<file path="config.mk">
export PLATFORM = sky130hd
export DESIGN_NAME = vm2002_change_dispenser_flat
export DESIGN_NICKNAME = d
export VERILOG_FILES = /design/src/rtl/vm2002_change_dispenser_if.sv /design/src/rtl/vm2002_change_dispenser.sv /design/src/flat_wrapper.sv
export SDC_FILE = /design/constraint.sdc
export NUM_CORES = 1
export LEC_CHECK = 0
export BUFFER_PORTS_ARGS = -buffer_cell sky130_fd_sc_hd__buf_2
export CAP_MARGIN = 20
export CORE_MARGIN = 2
export CORE_UTILIZATION = 40
export CTS_BUF_LIST = sky130_fd_sc_hd__clkbuf_8
export DETAILED_ROUTE_END_ITERATION = 10
export GPL_TIMING_DRIVEN = 0
export PLACE_DENSITY_LB_ADDON = 0.25
export SLEW_MARGIN = 20
export SYNTH_ARGS = -nofsm -noshare
export SYNTH_HDL_FRONTEND = slang
export SYNTH_SLANG_ARGS = --single-unit
</file>
<file path="constraint.sdc">
create_clock -name clk -period 4.91 [get_ports clk]
set_input_delay 0.491 -clock clk [delete_from_list [all_inputs] [get_ports clk]]
set_output_delay 0.491 -clock clk [all_outputs]
set_load 0.1 [all_outputs]
</file>
<file path="src/rtl/vm2002_change_dispenser_if.sv">
// Bus bundle for the change dispenser: payout command, coin-return handshake,
// tube refill port, fault control and status. The master side drives commands.
interface vm2002_change_dispenser_if #(
   parameter int LVL_W = 6
);
   logic             start;
   logic [15:0]      balance;
   logic [1:0]       coin_out;
   logic             coin_valid;
   logic             coin_ack;
   logic             busy;
   logic             done;
   logic             change_short;
   logic [15:0]      remaining;
   logic             refill_valid;
   logic [1:0]       refill_coin;
   logic [4:0]       refill_count;
   logic             clear_fault;
   logic             fault;
   logic [LVL_W-1:0] q_level;
   logic [LVL_W-1:0] d_level;
   logic [LVL_W-1:0] n_level;

   modport master (
      output start, balance, coin_ack, refill_valid, refill_coin, refill_count, clear_fault,
      input  coin_out, coin_valid, busy, done, change_short, remaining, fault,
             q_level, d_level, n_level
   );

   modport slave (
      input  start, balance, coin_ack, refill_valid, refill_coin, refill_count, clear_fault,
      output coin_out, coin_valid, busy, done, change_short, remaining, fault,
             q_level, d_level, n_level
   );
endinterface

</file>
<file path="src/rtl/vm2002_change_dispenser.sv">
// Greedy quarter/dime/nickel change payout from three coin tubes, with idle-time refill
// and a sticky ack-timeout fault. Define VM2002_CHANGE_STATS_EN for payout statistics.
module vm2002_change_dispenser #(
   parameter int TUBE_DEPTH  = 32,
   parameter int TUBE_INIT   = 10,
   parameter int ACK_TIMEOUT = 64
) (
   input logic                      clk,
   input logic                      hrst,
   vm2002_change_dispenser_if.slave bus
`ifdef VM2002_CHANGE_STATS_EN
   ,
   output logic [31:0]              total_paid,
   output logic [15:0]              short_events
`endif
);
   localparam int LVL_W = $clog2(TUBE_DEPTH + 1);
   localparam int TMR_W = $clog2(ACK_TIMEOUT + 1);
   localparam int SUM_W = LVL_W + 6;

   typedef enum logic [2:0] {IDLE, SELECT, ISSUE, DONE, FAULT} state_t;
   state_t state, next_state;

   logic [LVL_W-1:0] q_lvl, d_lvl, n_lvl;
   logic [LVL_W-1:0] refill_base, refill_new;
   logic [SUM_W-1:0] refill_sum;
   logic [15:0]      remaining;
   logic [1:0]       coin_out, sel_coin;
   logic [TMR_W-1:0] timer;
   logic             change_short;
   logic             busy, coin_valid, done, fault;
   logic             timeout, refill_en, ack_en;

   function automatic logic [15:0] coin_value(input logic [1:0] c);
      logic [15:0] v;
      v = 16'd0;
      case (c)
         2'b01:   v = 16'd5;
         2'b10:   v = 16'd10;
         2'b11:   v = 16'd25;
         default: v = 16'd0;
      endcase
      return v;
   endfunction

   assign timeout   = (timer == TMR_W'(ACK_TIMEOUT - 1));
   assign refill_en = (state == IDLE) && bus.refill_valid;
   assign ack_en    = (state == ISSUE) && bus.coin_ack;

   // Largest coin that fits the amount owed and is still in stock; 00 when nothing fits.
   always_comb begin
      sel_coin = 2'b00;
      if (remaining >= 16'd25 && q_lvl != '0)
         sel_coin = 2'b11;
      else if (remaining >= 16'd10 && d_lvl != '0)
         sel_coin = 2'b10;
      else if (remaining >= 16'd5 && n_lvl != '0)
         sel_coin = 2'b01;
   end

   always_comb begin
      refill_base = '0;
      case (bus.refill_coin)
         2'b01:   refill_base = n_lvl;
         2'b10:   refill_base = d_lvl;
         2'b11:   refill_base = q_lvl;
         default: refill_base = '0;
      endcase
      refill_sum = SUM_W'(refill_base) + SUM_W'(bus.refill_count);
      refill_new = (refill_sum > SUM_W'(TUBE_DEPTH)) ? LVL_W'(TUBE_DEPTH) : refill_sum[LVL_W-1:0];
   end

   always_ff @(posedge clk or posedge hrst) begin
      if (hrst)
         state <= IDLE;
      else
         state <= next_state;
   end

   always_comb begin
      next_state = state;
      busy       = 1'b1;
      coin_valid = 1'b0;
      done       = 1'b0;
      fault      = 1'b0;
      case (state)
         IDLE: begin
            busy = 1'b0;
            if (bus.start)
               next_state = SELECT;
         end
         SELECT: begin
            if (sel_coin != 2'b00)
               next_state = ISSUE;
            else
               next_state = DONE;
         end
         ISSUE: begin
            coin_valid = 1'b1;
            if (bus.coin_ack)
               next_state = SELECT;
            else if (timeout)
               next_state = FAULT;
         end
         DONE: begin
            done       = 1'b1;
            next_state = IDLE;
         end
         FAULT: begin
            busy  = 1'b0;
            fault = 1'b1;
            if (bus.clear_fault)
               next_state = IDLE;
         end
         default: next_state = IDLE;
      endcase
   end

   // A short payout is flagged only when money is still owed and no coin fits.
   always_ff @(posedge clk or posedge hrst) begin
      if (hrst) begin
         remaining    <= '0;
         coin_out     <= 2'b00;
         timer        <= '0;
         change_short <= 1'b0;
      end else begin
         case (state)
            IDLE: begin
               if (bus.start) begin
                  remaining    <= bus.balance;
                  change_short <= 1'b0;
               end
            end
            SELECT: begin
               if (sel_coin != 2'b00) begin
                  coin_out <= sel_coin;
                  timer    <= '0;
               end else if (remaining != '0) begin
                  change_short <= 1'b1;
               end
            end
            ISSUE: begin
               if (bus.coin_ack) begin
                  remaining <= remaining - coin_value(coin_out);
                  coin_out  <= 2'b00;
               end else begin
                  timer <= timer + TMR_W'(1);
                  if (timeout)
                     coin_out <= 2'b00;
               end
            end
            FAULT: begin
               if (bus.clear_fault)
                  remaining <= '0;
            end
            default: ;
         endcase
      end
   end

   always_ff @(posedge clk or posedge hrst) begin
      if (hrst) begin
         q_lvl <= LVL_W'(TUBE_INIT);
         d_lvl <= LVL_W'(TUBE_INIT);
         n_lvl <= LVL_W'(TUBE_INIT);
      end else begin
         if (refill_en && bus.refill_coin == 2'b11)
            q_lvl <= refill_new;
         else if (ack_en && coin_out == 2'b11)
            q_lvl <= q_lvl - LVL_W'(1);
         if (refill_en && bus.refill_coin == 2'b10)
            d_lvl <= refill_new;
         else if (ack_en && coin_out == 2'b10)
            d_lvl <= d_lvl - LVL_W'(1);
         if (refill_en && bus.refill_coin == 2'b01)
            n_lvl <= refill_new;
         else if (ack_en && coin_out == 2'b01)
            n_lvl <= n_lvl - LVL_W'(1);
      end
   end

`ifdef VM2002_CHANGE_STATS_EN
   // Paid total wraps naturally; short-event count sticks at its maximum.
   always_ff @(posedge clk or posedge hrst) begin
      if (hrst) begin
         total_paid   <= '0;
         short_events <= '0;
      end else begin
         if (ack_en)
            total_paid <= total_paid + 32'(coin_value(coin_out));
         if (state == DONE && change_short && short_events != 16'hFFFF)
            short_events <= short_events + 16'd1;
      end
   end
`endif

   assign bus.coin_out     = coin_out;
   assign bus.coin_valid   = coin_valid;
   assign bus.busy         = busy;
   assign bus.done         = done;
   assign bus.change_short = change_short;
   assign bus.remaining    = remaining;
   assign bus.fault        = fault;
   assign bus.q_level      = q_lvl;
   assign bus.d_level      = d_lvl;
   assign bus.n_level      = n_lvl;
endmodule

</file>
<file path="src/flat_wrapper.sv">
// flat-port wrapper written by rule: the top's interface ports become plain ports
module vm2002_change_dispenser_flat 
#(
   parameter int TUBE_DEPTH  = 32,
   parameter int TUBE_INIT   = 10,
   parameter int ACK_TIMEOUT = 64
)
  (clk, hrst, bus_start, bus_balance, bus_coin_ack, bus_refill_valid, bus_refill_coin, bus_refill_count, bus_clear_fault, bus_coin_out, bus_coin_valid, bus_busy, bus_done, bus_change_short, bus_remaining, bus_fault, bus_q_level, bus_d_level, bus_n_level);
  vm2002_change_dispenser_if #(.LVL_W(($clog2(TUBE_DEPTH + 1)))) bus_i ();
  input logic clk;
  input logic hrst;
  input wire logic [$bits(bus_i.start)-1:0] bus_start;
  input wire logic [$bits(bus_i.balance)-1:0] bus_balance;
  input wire logic [$bits(bus_i.coin_ack)-1:0] bus_coin_ack;
  input wire logic [$bits(bus_i.refill_valid)-1:0] bus_refill_valid;
  input wire logic [$bits(bus_i.refill_coin)-1:0] bus_refill_coin;
  input wire logic [$bits(bus_i.refill_count)-1:0] bus_refill_count;
  input wire logic [$bits(bus_i.clear_fault)-1:0] bus_clear_fault;
  output wire logic [$bits(bus_i.coin_out)-1:0] bus_coin_out;
  output wire logic [$bits(bus_i.coin_valid)-1:0] bus_coin_valid;
  output wire logic [$bits(bus_i.busy)-1:0] bus_busy;
  output wire logic [$bits(bus_i.done)-1:0] bus_done;
  output wire logic [$bits(bus_i.change_short)-1:0] bus_change_short;
  output wire logic [$bits(bus_i.remaining)-1:0] bus_remaining;
  output wire logic [$bits(bus_i.fault)-1:0] bus_fault;
  output wire logic [$bits(bus_i.q_level)-1:0] bus_q_level;
  output wire logic [$bits(bus_i.d_level)-1:0] bus_d_level;
  output wire logic [$bits(bus_i.n_level)-1:0] bus_n_level;
  assign bus_i.start = bus_start;
  assign bus_i.balance = bus_balance;
  assign bus_i.coin_ack = bus_coin_ack;
  assign bus_i.refill_valid = bus_refill_valid;
  assign bus_i.refill_coin = bus_refill_coin;
  assign bus_i.refill_count = bus_refill_count;
  assign bus_i.clear_fault = bus_clear_fault;
  assign bus_coin_out = bus_i.coin_out;
  assign bus_coin_valid = bus_i.coin_valid;
  assign bus_busy = bus_i.busy;
  assign bus_done = bus_i.done;
  assign bus_change_short = bus_i.change_short;
  assign bus_remaining = bus_i.remaining;
  assign bus_fault = bus_i.fault;
  assign bus_q_level = bus_i.q_level;
  assign bus_d_level = bus_i.d_level;
  assign bus_n_level = bus_i.n_level;
  vm2002_change_dispenser #(.TUBE_DEPTH(TUBE_DEPTH), .TUBE_INIT(TUBE_INIT), .ACK_TIMEOUT(ACK_TIMEOUT)) u_core (.clk(clk), .hrst(hrst), .bus(bus_i));
endmodule
</file>
# Word level (Yosys, flattened, before mapping)
# Cells that the tools add are included.
[classes]
n_addsub = 6
order_cmp = 4
eq_ne = 19
muxes = 39
n_reduce_logical = 29
[op_table]
columns = ["op", "count"]
rows = [
  ["$mux 16", 5],
  ["$pmux 16 s3", 1],
  ["$mux 6", 7],
  ["$pmux 6 s3", 1],
  ["$reduce_bool 6->1", 3],
  ["$sub 6x1->6 const B", 3],
  ["$ge 16x3->1 const B", 1],
  ["$ge 16x4->1 const B", 1],
  ["$ge 16x5->1 const B", 1],
  ["$reduce_bool 16->1", 1],
  ["$sub 16x16->16", 1],
  ["$pmux 5 s3", 1],
  ["$mux 7", 2],
  ["$pmux 7 s2", 1],
  ["$gt 12x6->1 const B", 1],
  ["$mux 3", 4],
  ["$pmux 3 s4", 1],
  ["$reduce_bool 2->1", 6],
  ["$logic_and 1x1->1", 11],
  ["$mux 2", 5],
  ["$ne 2x2->1 const B", 5],
  ["$mux 1", 9],
  ["$reduce_and 3->1", 3],
  ["$eq 2x2->1 const B", 4],
  ["other kinds (15)", 19],
]
[totals]
regBits = 47
in_bits = 29
word_cells = 105

# Longest topological paths before layout
# Gate-level depths: netlist of run 1.
[depth]
depth_word = 8
ltp_mapped = 13

# Least setup slack after synthesis of run 1
# OpenSTA, ideal clock, no wires.
[synth_path]
kind = "register -> register"
from = "reg u_core.coin_out[1] (netlist: u_core.bus.coin_out[1])"
to = "reg u_core.remaining[9] (netlist: u_core.bus.remaining[9])"
setup_time_ps = 86
arrival_ps = 2942
path_slack_ps = 1882
stages_incl_launch_ff = 9
path_buffers = 0
period_less_slack_ps = 3028
path_cell_list = "dfrtp_1 nand2b_1 ha_1 nor2b_1 o21ai_0 a21boi_0 o21a_1 or4_2 a32oi_1"
[synth_between]
elab_chain_cells = 7
[synth_lines]
columns = ["item", "line_no", "rtl"]
rows = [
  ["start, declared", "vm2002_change_dispenser.sv:28", "logic [1:0] coin_out, sel_coin;"],
  ["start signal, assigned", "vm2002_change_dispenser.sv:136", "coin_out <= sel_coin;"],
  ["$eq 2x2->1 or $eq 2x1->1 (tied branches)", "vm2002_change_dispenser.sv:37", "case (c)"],
  ["$pmux 5 s3 (*)", "vm2002_change_dispenser.sv:37", ""],
  ["$mux 16 (*)", "vm2002_change_dispenser.sv:143", "if (bus.coin_ack) begin"],
  ["$mux 16 (*)", "vm2002_change_dispenser.sv:127", "case (state)"],
  ["$sub 16x16->16 (*)", "vm2002_change_dispenser.sv:144", "remaining <= remaining - coin_value(coin_out);"],
  ["$mux 16 (*)", "vm2002_change_dispenser.sv:143", ""],
  ["$pmux 16 s3 (*)", "vm2002_change_dispenser.sv:127", ""],
  ["end signal, assigned", "vm2002_change_dispenser.sv:130", "remaining <= bus.balance;"],
  ["end signal, assigned", "vm2002_change_dispenser.sv:144", ""],
  ["end, declared", "vm2002_change_dispenser.sv:27", "logic [15:0] remaining;"],
]
# Every way passes the cells marked *; elsewhere a longest branch is shown, timed or not. The select of a mux whose other input is x is not followed.
# A chain may end at the register's enable or synchronous reset.

# Worst setup path after layout of run 1
[layout_path]
from = "in bus_refill_coin[0]"
to = "reg u_core.n_lvl[5] (netlist: u_core.bus.n_level[5])"
[layout_between]
elab_chain_cells = 6
[layout_lines]
columns = ["item", "line_no", "rtl"]
rows = [
  ["start, declared", "flat_wrapper.sv:16", "input wire logic [$bits(bus_i.refill_coin)-1:0] bus_refill_coin;"],
  ["$eq 2x2->1 or $eq 2x1->1 (tied branches)", "vm2002_change_dispenser.sv:63, vm2002_change_dispenser.sv:175", ""],
  ["$pmux 6 s3", "vm2002_change_dispenser.sv:63", "case (bus.refill_coin)"],
  ["$add 6x5->7", "vm2002_change_dispenser.sv:69", "refill_sum = SUM_W'(refill_base) + SUM_W'(bus.refill_count);"],
  ["$gt 12x6->1", "vm2002_change_dispenser.sv:70", "refill_new = (refill_sum > SUM_W'(TUBE_DEPTH)) ? LVL_W'(TUBE_DEPTH) : refill_sum[LVL_W-1:0];"],
  ["$mux 6", "vm2002_change_dispenser.sv:70", ""],
  ["$mux 6", "vm2002_change_dispenser.sv:175", "if (refill_en && bus.refill_coin == 2'b01)"],
  ["end signal, assigned", "vm2002_change_dispenser.sv:165", "n_lvl <= LVL_W'(TUBE_INIT);"],
  ["end signal, assigned", "vm2002_change_dispenser.sv:176", "n_lvl <= refill_new;"],
  ["end signal, assigned", "vm2002_change_dispenser.sv:178", "n_lvl <= n_lvl - LVL_W'(1);"],
  ["end, declared", "vm2002_change_dispenser.sv:24", "logic [LVL_W-1:0] q_lvl, d_lvl, n_lvl;"],
]
# Several ways; a longest one is shown, not always the timed one.

==> summary.md, run 1 <==
| Metric | Value |
|---|---|
| Outcome | finished clean |
| Wire per inst | 16.43 um |
| Final min period | ~3.2 ns |
| Worst slew pin tran | 0.9135 ns |
| Initial DRT Pass Iterations | 5 |
| Final period utilization | between 60% and 70% |
| Initial antenna violation count | 0 |
| Post-Synthesis Cells | roughly 380 |
| CTS tree | built |
| CP Launch Point | bus_refill_coin[0] |
| Share of cells above drive strength 1 | between 20% and 30% |
| Most common cell after layout, fill and taps aside | buf_2 |
| Max Clk Rate | about 320 MHz |
| Max Root-Sink Buffers | 2 |
| R2r startpoint | u_core.bus.d_level[1]$_DFFE_PP1P_ |
| Total negative slack | 0 ns |
| Hold crit path type | in -> async |
| Die height | about 96 um |
| #FFs+latches synth | 47 |
| Critical path launch point type | input pin |
| Clock latency on the worst-skew pair | around 0.3 ns |
| Most frequent cells in the layout | 72 x buf_2, 41 x dfrtp_1, 32 x nand2_1, 30 x nor2_1, 29 x o21ai_0 |
| Die area | a little over 9000 sq um |
| Multi-input logic area | 2044 sq um |
| Routed WL | 9.301 mm |
| Post-DP HPWL | ~7.0 mm |
| Via count | ~3200 |
| Post-DRT Antenna Nets | 0 |
| Largest net degree at the start of global routing | 33 |
| Clock Sink Count | between 40 and 50 |
| Post-synth EDFFs | 0 |
| Overall global routing resource usage | between 20% and 30% |
| Post-synthesis net count | between 400 and 500 |
| Remaining global-route overflow | 0 |
| Async set or reset register ratio after synthesis | 100.0% |
| CP endpoint kind | flop |
| Post-Syn Area | around 3400 sq um |
| Nets | a little over 500 |
| Port bufs | 68 |
| Post-CTS Resized | 0 |
| Post-route DRC | 0 |
| Die W | between 90 and 100 um |
| First-pass GRT wire length | around 15 mm |
| Number of cell rows | 33 |
| DR iter-0 viols | 138 |
| Final Hold Viols | 0 |
| Dpl ws | 1.448 ns |
| GPL Wtd Cong | ~0.85 |
| Placed cells | ~560 |
| Final WS setup | ~1.7 ns |
| CTS root buf | clkbuf_8 |
| Diode count | 0 |
| Syn. warnings | 0 |
| Via density | between 5 and 6 |
| # IOs | 70 |
| Clock skew | 0.01268 ns |
| Max Transition Viols Final | 0 |
| Syn_area_per_cell | about 8.8 sq um |
| Fill count | 817 |
| Storage cell area | between 1000 and 1500 sq um |
| Initial Util | around two fifths |
| Setup Buffers After CTS | 0 |
| Core Area | 8217 sq um |
| Final non-filler cell total | 566 |
| Num CTS Buffers | 5 |
| Required time worst endpoint | 5.07 ns |
| Vias in the first global route | 2953 |
| Area added between synthesis and finish | 16.96% |
| CP max FO | 10 |
| Ys flop type | dfrtp_1 |
| Maximum capacitance violations | 0 |
| Slew margin rel. | 38.63% |
| Unrepaired setup endpoints after global routing | no |
| Clock transition at the registers of the reported paths | roughly 0.090 ns |
| Final setup viols | 0 |
| Register area share after synthesis | about a third |
| H-tree depth | 2 |
| Worst setup path category | in -> reg |
| Worst Path Arrival | around 3.3 ns |
| Cts hold-fix bufs | 0 |
| Cell variety after synth | 60 |
| Worst r2r path cells | 11 |
critical path, stage by stage:
cell and delay, ns:
buf_2 0.08, clkbuf_1 0.33, mux2_2 0.40, a22o_1 0.18, ha_1 0.31, nor2b_1 0.15
o21ai_0 0.25, nand3_1 0.12, mux2i_1 0.51, nor2b_1 0.35, o21ai_0 0.15
layout make-up:
cell class | instances | area share, %
plain buffers | 17 | 1.741
multi-input cells | 298 | 51.73
inverters | 22 | 2.089
flip-flops and latches | 47 | 29.95
well taps | 105 | 3.324
clock inverters | 3 | 0.3166
clock buffers | 5 | 1.741
repair buffers | 69 | 9.117
cell usage after synthesis (5+ instances only):
cell       number  area (sq um)
xor2_1         15         131.4
o31ai_1         5         37.54
a21boi_0        5         37.54
dfstp_2         6         157.7
ha_1           17         212.7
o211ai_1        6         45.04
a22o_1          5         43.79
nor2_1         30         112.6
nor4_1          8         50.05
a21oi_1        22         110.1
nand3_1        10         50.05
mux2i_1         7         70.07
nor3b_1         5         37.54
nand2_1        32         120.1
or3_1           7         43.79
dfrtp_1        41          1026
nor3_1         12         60.06
o21ai_0        29         145.1
nor2b_1         6         37.54
inv_1          21         78.83
o2bb2ai_1       5         43.79
clkbuf_1       13         48.80
registers in the layout (all words and copies together) (netlist names):
register,count
u_core.bus.change_short,1
u_core.bus.coin_out,2
u_core.bus.d_level,6
u_core.bus.n_level,6
u_core.bus.q_level,6
u_core.bus.remaining,16
u_core.state,3
u_core.timer,7
logic make-up after synthesis:
logic type      Yosys count  synth area share, %
xor+xnor                 19                4.924
fa+ha+maj                19                7.479
mux                      11                3.406
flops                    47                35.02
compound gates          108                21.84
buf+inv                  39                4.480
simple gates            141                22.84
final timing paths:
path                                                  endpoint  slack (ns)
setup / recovery             u_core.bus.n_level[5]$_DFFE_PP0P_        1.74
hold / removal                     u_core.timer[5]$_DFFE_PP0P_        0.15
setup reg to reg             u_core.bus.n_level[5]$_DFFE_PP0P_        1.93
hold reg to reg            u_core.bus.change_short$_DFFE_PP0P_        0.52
max in group asynchronous    u_core.bus.n_level[3]$_DFFE_PP1P_        4.19
min in group clk           u_core.bus.remaining[7]$_DFFE_PP0P_        0.40
per-stage QoR:
stage,area [sq um],hold slack [ns],utilization (%)
3_5_place_dp,3871,0.4898,47.11
3_3_place_gp,3851,0.5063,46.87
5_1_grt,3953,0.1705,48.10
6_report,3953,0.1465,48.10
2_1_floorplan,3379,0.4788,-
4_1_cts,3953,0.1597,48.10
per-layer routing:
| layer | GRT usage (%) | part of all wire [%] | vias up |
|---|---|---|---|
| met5 | 0 | 0 | - |
| met4 | 3.452 | 0.74 | 0 |
| met3 | 3.602 | 4.8 | 7 |
| met2 | 32.52 | 46 | 87 |
| met1 | 30.21 | 48 | 1531 |
| li1 | - | - | 1564 |
Power of run 1 is not shown: default switching activity piles up to over one toggle a cycle in this logic, so the estimate is an artifact.
==> inputs of run 2 (changes only) <==
- clock period: 4.91 -> 2.8 ns (I/O delays scaled with it)
==> summary.md, run 2 (synthesized netlist as in run 1, its figures left out) <==
| Metric | Value |
|---|---|
| Post-Route Utilization | 49.89% |
| Core Area | ~8000 sq um |
| Cts hold-fix bufs | 0 |
| Overall global routing resource usage | between 20% and 30% |
| Die W | between 90 and 100 um |
| Post-route DRC | 0 |
| Port bufs | between 60 and 70 |
| Max Root-Sink Buffers | 2 |
| Num CTS Buffers | 5 |
| Worst slew pin tran | between 0.8 and 0.9 ns |
| Total negative slack | 0 ns |
| Via count | approximately 3200 |
| Die area | between 9000 and 10000 sq um |
| CTS tree | built |
| GPL Wtd Cong | approximately 0.85 |
| CTS root buf | clkbuf_8 |
| Worst setup path category | reg -> out |
| First-pass GRT wire length | approximately 15 mm |
| DR iter-0 viols | between 100 and 150 |
| Largest net degree at the start of global routing | 27 |
| Initial antenna violation count | 0 |
| Slew margin rel. | 41.79% |
| Clock latency on the worst-skew pair | between 0.3 and 0.4 ns |
| Clock skew | around 0.014 ns |
| Clock transition at the registers of the reported paths | 0.09 ns |
| Initial DRT Pass Iterations | 5 |
| Worst Path Arrival | 2.41 ns |
| Share of cells above drive strength 1 | roughly 29% |
| Clock Sink Count | 47 |
| Area added between synthesis and finish | 21.29% |
| Most frequent cells in the layout | 71 x buf_2, 32 x nand2_1, 32 x dfrtp_1, 30 x nor2_1, 27 x o21ai_0 |
| Required time worst endpoint | 2.52 ns |
| Initial Util | between 40% and 50% |
| Placed cells | 558 |
| Most frequent CP cell | clkbuf_1 |
| Vias in the first global route | about 3000 |
| Post-DRT Antenna Nets | 0 |
| Via density | between 5 and 6 |
| Outcome | finished clean |
| CP max FO | 10 |
| Largest stage delay on the critical path | around 0.45 ns |
| Slowest cell on crit path | clkbuf_4 |
| Critical path launch point type | flop |
| Wire per inst | ~16 um |
| Min Hold Slack | around 0.00035 ns |
| Unrepaired setup endpoints after global routing | no |
| Post-DP HPWL | ~7.0 mm |
| Hold crit path type | in -> async |
| Final min period | 2.686 ns |
| Final non-filler cell total | approximately 570 |
| Worst path cell trace | clkbuf_1 -> nand2_1 -> clkinv_1 -> clkbuf_1 -> clkbuf_4 |
| Max Transition Viols Final | 0 |
| Nets | 510 |
| CP endpoint kind | output port |
| Die height | 95.92 um |
| # IOs | 70 |
| Maximum capacitance violations | 0 |
| Max FFs per register | 16 |
| Most common cell after layout, fill and taps aside | buf_2 |
| Remaining global-route overflow | 0 |
| Max Clk Rate | 372.3 MHz |
| Diode count | 0 |
| Final setup viols | 0 |
| Number of cell rows | 33 |
| Routed WL | a little over 9 mm |
| Biggest register | u_core.bus.remaining |
| Final period utilization | between 90% and 100% |
| Regs by FF count | u_core.bus.remaining: 16 flops, u_core.timer: 7 flops |
| H-tree depth | 2 |
| Final Hold Viols | 0 |
==> run 2: cell type report <==
type / instances / area, sq um
Buffer: 17 / 70.07
Inverter: 22 / 82.58
Clock inverter: 3 / 67.56
Sequential cell: 47 / 1199
Timing Repair Buffer: 71 / 377.9
Clock buffer: 5 / 68.82
Fill cell: 792 / 4118
Tap cell: 105 / 131.4
Multi-Input combinational cell: 298 / 2102
==> run 2: timing repair <==
| action | CTS | global route |
|---|---|---|
| endpoints found under the hold margin | 0 | 0 |
| pin swaps | 0 | 2 |
| resized for setup | 2 | 17 |
| buffers inserted | 2 | 0 |
| setup endpoints to repair | 15 | 20 |
==> run 2: layer usage <==
layer | share of wire [%] | vias up | routed length (um) | track usage, %
met1 | 47 | 1558 | 4345 | 29.99
met5 | 0 | - | 0 | 0
li1 | - | 1576 | - | -
met4 | 1.4 | 0 | 131 | 6.190
met3 | 4.5 | 13 | 423 | 3.367
met2 | 48 | 93 | 4438 | 31.82
==> run 2: final timing paths <==
path | startpoint | to | slack, ns | cells after the start
setup / recovery | u_core.state[1]$_DFFE_PP0P_ | bus_coin_valid | 0.11 | 5
max in group asynchronous | hrst | u_core.bus.n_level[3]$_DFFE_PP1P_ | 2.20 | 3
hold reg to reg | u_core.timer[4]$_DFFE_PP0P_ | u_core.timer[4]$_DFFE_PP0P_ | 0.53 | 1
hold / removal | hrst | u_core.timer[5]$_DFFE_PP0P_ | 0.0004 | 2
min in group clk | bus_clear_fault | u_core.state[2]$_DFFE_PP0P_ | 0.19 | 2
setup reg to reg | u_core.bus.coin_out[0]$_DFFE_PP0P_ | u_core.bus.remaining[9]$_DFFE_PP0P_ | 0.17 | 8
==> run 2: through the flow <==
stage,instance area [sq um],setup slack [ns]
global route,4099,0.03385
floorplan,3395,0.02411
detailed placement,3886,-0.4588
finish,4099,0.1142
CTS,4044,0.02572
global placement,3866,-0.3913
==> run 2: worst max-delay path, delay by kind of cell, from the launching register on <==
family                 cells  cell delay [ns]
and+or+nand+nor            1             0.32
DFF                        1             0.33
buffers and inverters      4             1.44
Power of run 2 is left out for the same reason.
==> inputs of run 3 (changes only) <==
- CTS_CLUSTER_SIZE: unset -> 20
- MAX_ROUTING_LAYER: unset -> met4
==> summary.md, run 3 (synthesized netlist as in run 1, its figures left out) <==
| Metric | Value |
|---|---|
| Num CTS Buffers | 5 |
| Nets | 510 |
| Failing checks | negative hold slack |
| Max Clk Rate | roughly 370 MHz |
| Regs by FF count | u_core.bus.remaining: 16 flops, u_core.timer: 7 flops |
| Worst Path Arrival | roughly 2.4 ns |
| Max Transition Viols Final | 0 |
| Diode count | 0 |
| Initial Util | 41.13% |
| Post-DRT Antenna Nets | 0 |
| Clock skew | 0.01377 ns |
| GPL Wtd Cong | just under 0.9 |
| Clock latency on the worst-skew pair | 0.31 ns |
| # IOs | 70 |
| Die area | 9200 sq um |
| Initial DRT Pass Iterations | 5 |
| Post-DP HPWL | a little over 7 mm |
| Routed WL | about 9.4 mm |
| Share of cells above drive strength 1 | ~29% |
| Slew margin rel. | about 39% |
| DR iter-0 viols | 158 |
| Final setup viols | 0 |
| Biggest register | u_core.bus.remaining |
| CP endpoint kind | output port |
| Max Root-Sink Buffers | 2 |
| Maximum capacitance violations | 0 |
| Total negative slack | 0 ns |
| Most common cell after layout, fill and taps aside | buf_2 |
| Clock Sink Count | 47 |
| Number of cell rows | 33 |
| Fill count | 792 |
| Final min period | 2.715 ns |
| Area added between synthesis and finish | 21.29% |
| Hold crit path type | in -> async |
| Final period utilization | between 90% and 100% |
| Largest net degree at the start of global routing | 27 |
| Overall global routing resource usage | between 20% and 30% |
| Post-Route Utilization | about half |
| Port bufs | roughly 70 |
| Via density | around 5.7 |
| Remaining global-route overflow | 0 |
| Post-route DRC | 0 |
| H-tree depth | 2 |
| Worst r2r path cells | 8 |
| Clock transition at the registers of the reported paths | roughly 0.1 ns |
| CP max FO | 10 |
| Wire per inst | about 17 um |
| Worst setup path category | reg -> out |
| Initial antenna violation count | 0 |
| First-pass GRT wire length | roughly 15 mm |
| Final Hold Viols | 3 |
| Worst slew pin tran | about 0.9 ns |
| Required time worst endpoint | 2.52 ns |
| CTS tree | built |
| Via count | 3233 |
| Critical path launch point type | flop |
| Core Area | around 8200 sq um |
| Max FFs per register | 16 |
| Outcome | finished with violations |
| Vias in the first global route | ~3000 |
| Die height | 95.92 um |
| CTS root buf | clkbuf_8 |
| Min Hold Slack | -0.003226 ns |
| Die W | ~96 um |
| Cts hold-fix bufs | 0 |
| Unrepaired setup endpoints after global routing | no |
| Most frequent cells in the layout | 71 x buf_2, 32 x nand2_1, 32 x dfrtp_1, 30 x nor2_1, 26 x o21ai_0 |
run 3: area by class of cell:
class | count | area, sq um | area share, %
Buffer | 17 | 70.07 | 1.709
Clock buffer | 5 | 68.82 | 1.679
Clock inverter | 3 | 67.56 | 1.648
Inverter | 22 | 82.58 | 2.015
Multi-Input combinational cell | 298 | 2102 | 51.28
Sequential cell | 47 | 1199 | 29.24
Tap cell | 105 | 131.4 | 3.205
Timing Repair Buffer | 71 | 377.9 | 9.219
run 3: routing by layer:
metal  vias up  GRT usage [%]  wire (um)  part of all wire [%]
met1      1554          30.23       4407                    47
met2        91          31.82       4452                    47
met5         -              -          0                     0
met3        13          3.211        419                   4.5
met4         0          6.190        126                   1.3
li1       1575              -          -                     -
run 3: timing repair:
| action | in CTS | in global routing |
|---|---|---|
| resized for setup | 2 | 18 |
| setup endpoints to repair | 15 | 20 |
| buffers inserted | 2 | 0 |
| pin swaps | 0 | 2 |
run 3: worst paths after layout:
kind	startpoint	end	slack [ns]
setup / recovery	u_core.state[1]$_DFFE_PP0P_	bus_coin_valid	0.09
hold / removal	hrst	u_core.timer[5]$_DFFE_PP0P_	-0.003
setup reg to reg	u_core.bus.coin_out[0]$_DFFE_PP0P_	u_core.bus.remaining[9]$_DFFE_PP0P_	0.17
hold reg to reg	u_core.timer[4]$_DFFE_PP0P_	u_core.timer[4]$_DFFE_PP0P_	0.53
max in group asynchronous	hrst	u_core.bus.n_level[3]$_DFFE_PP1P_	2.20
min in group clk	bus_clear_fault	u_core.state[2]$_DFFE_PP0P_	0.18
run 3: through the flow:
stage	instance area, sq um	cells	setup WS (ns)
6_report	4099	568	0.08509
5_1_grt	4099	568	0.02775
4_1_cts	4044	568	0.02572
3_5_place_dp	3886	558	-0.4588
3_3_place_gp	3866	557	-0.3913
2_1_floorplan	3395	384	0.02411
run 3: critical path, stage by stage (launching register included):
cell and delay [ns]:
dfrtp_1 0.33, clkbuf_1 0.24, nand2_1 0.31, clkinv_1 0.31
clkbuf_1 0.47, clkbuf_4 0.46
Power of run 3 is left out for the same reason.
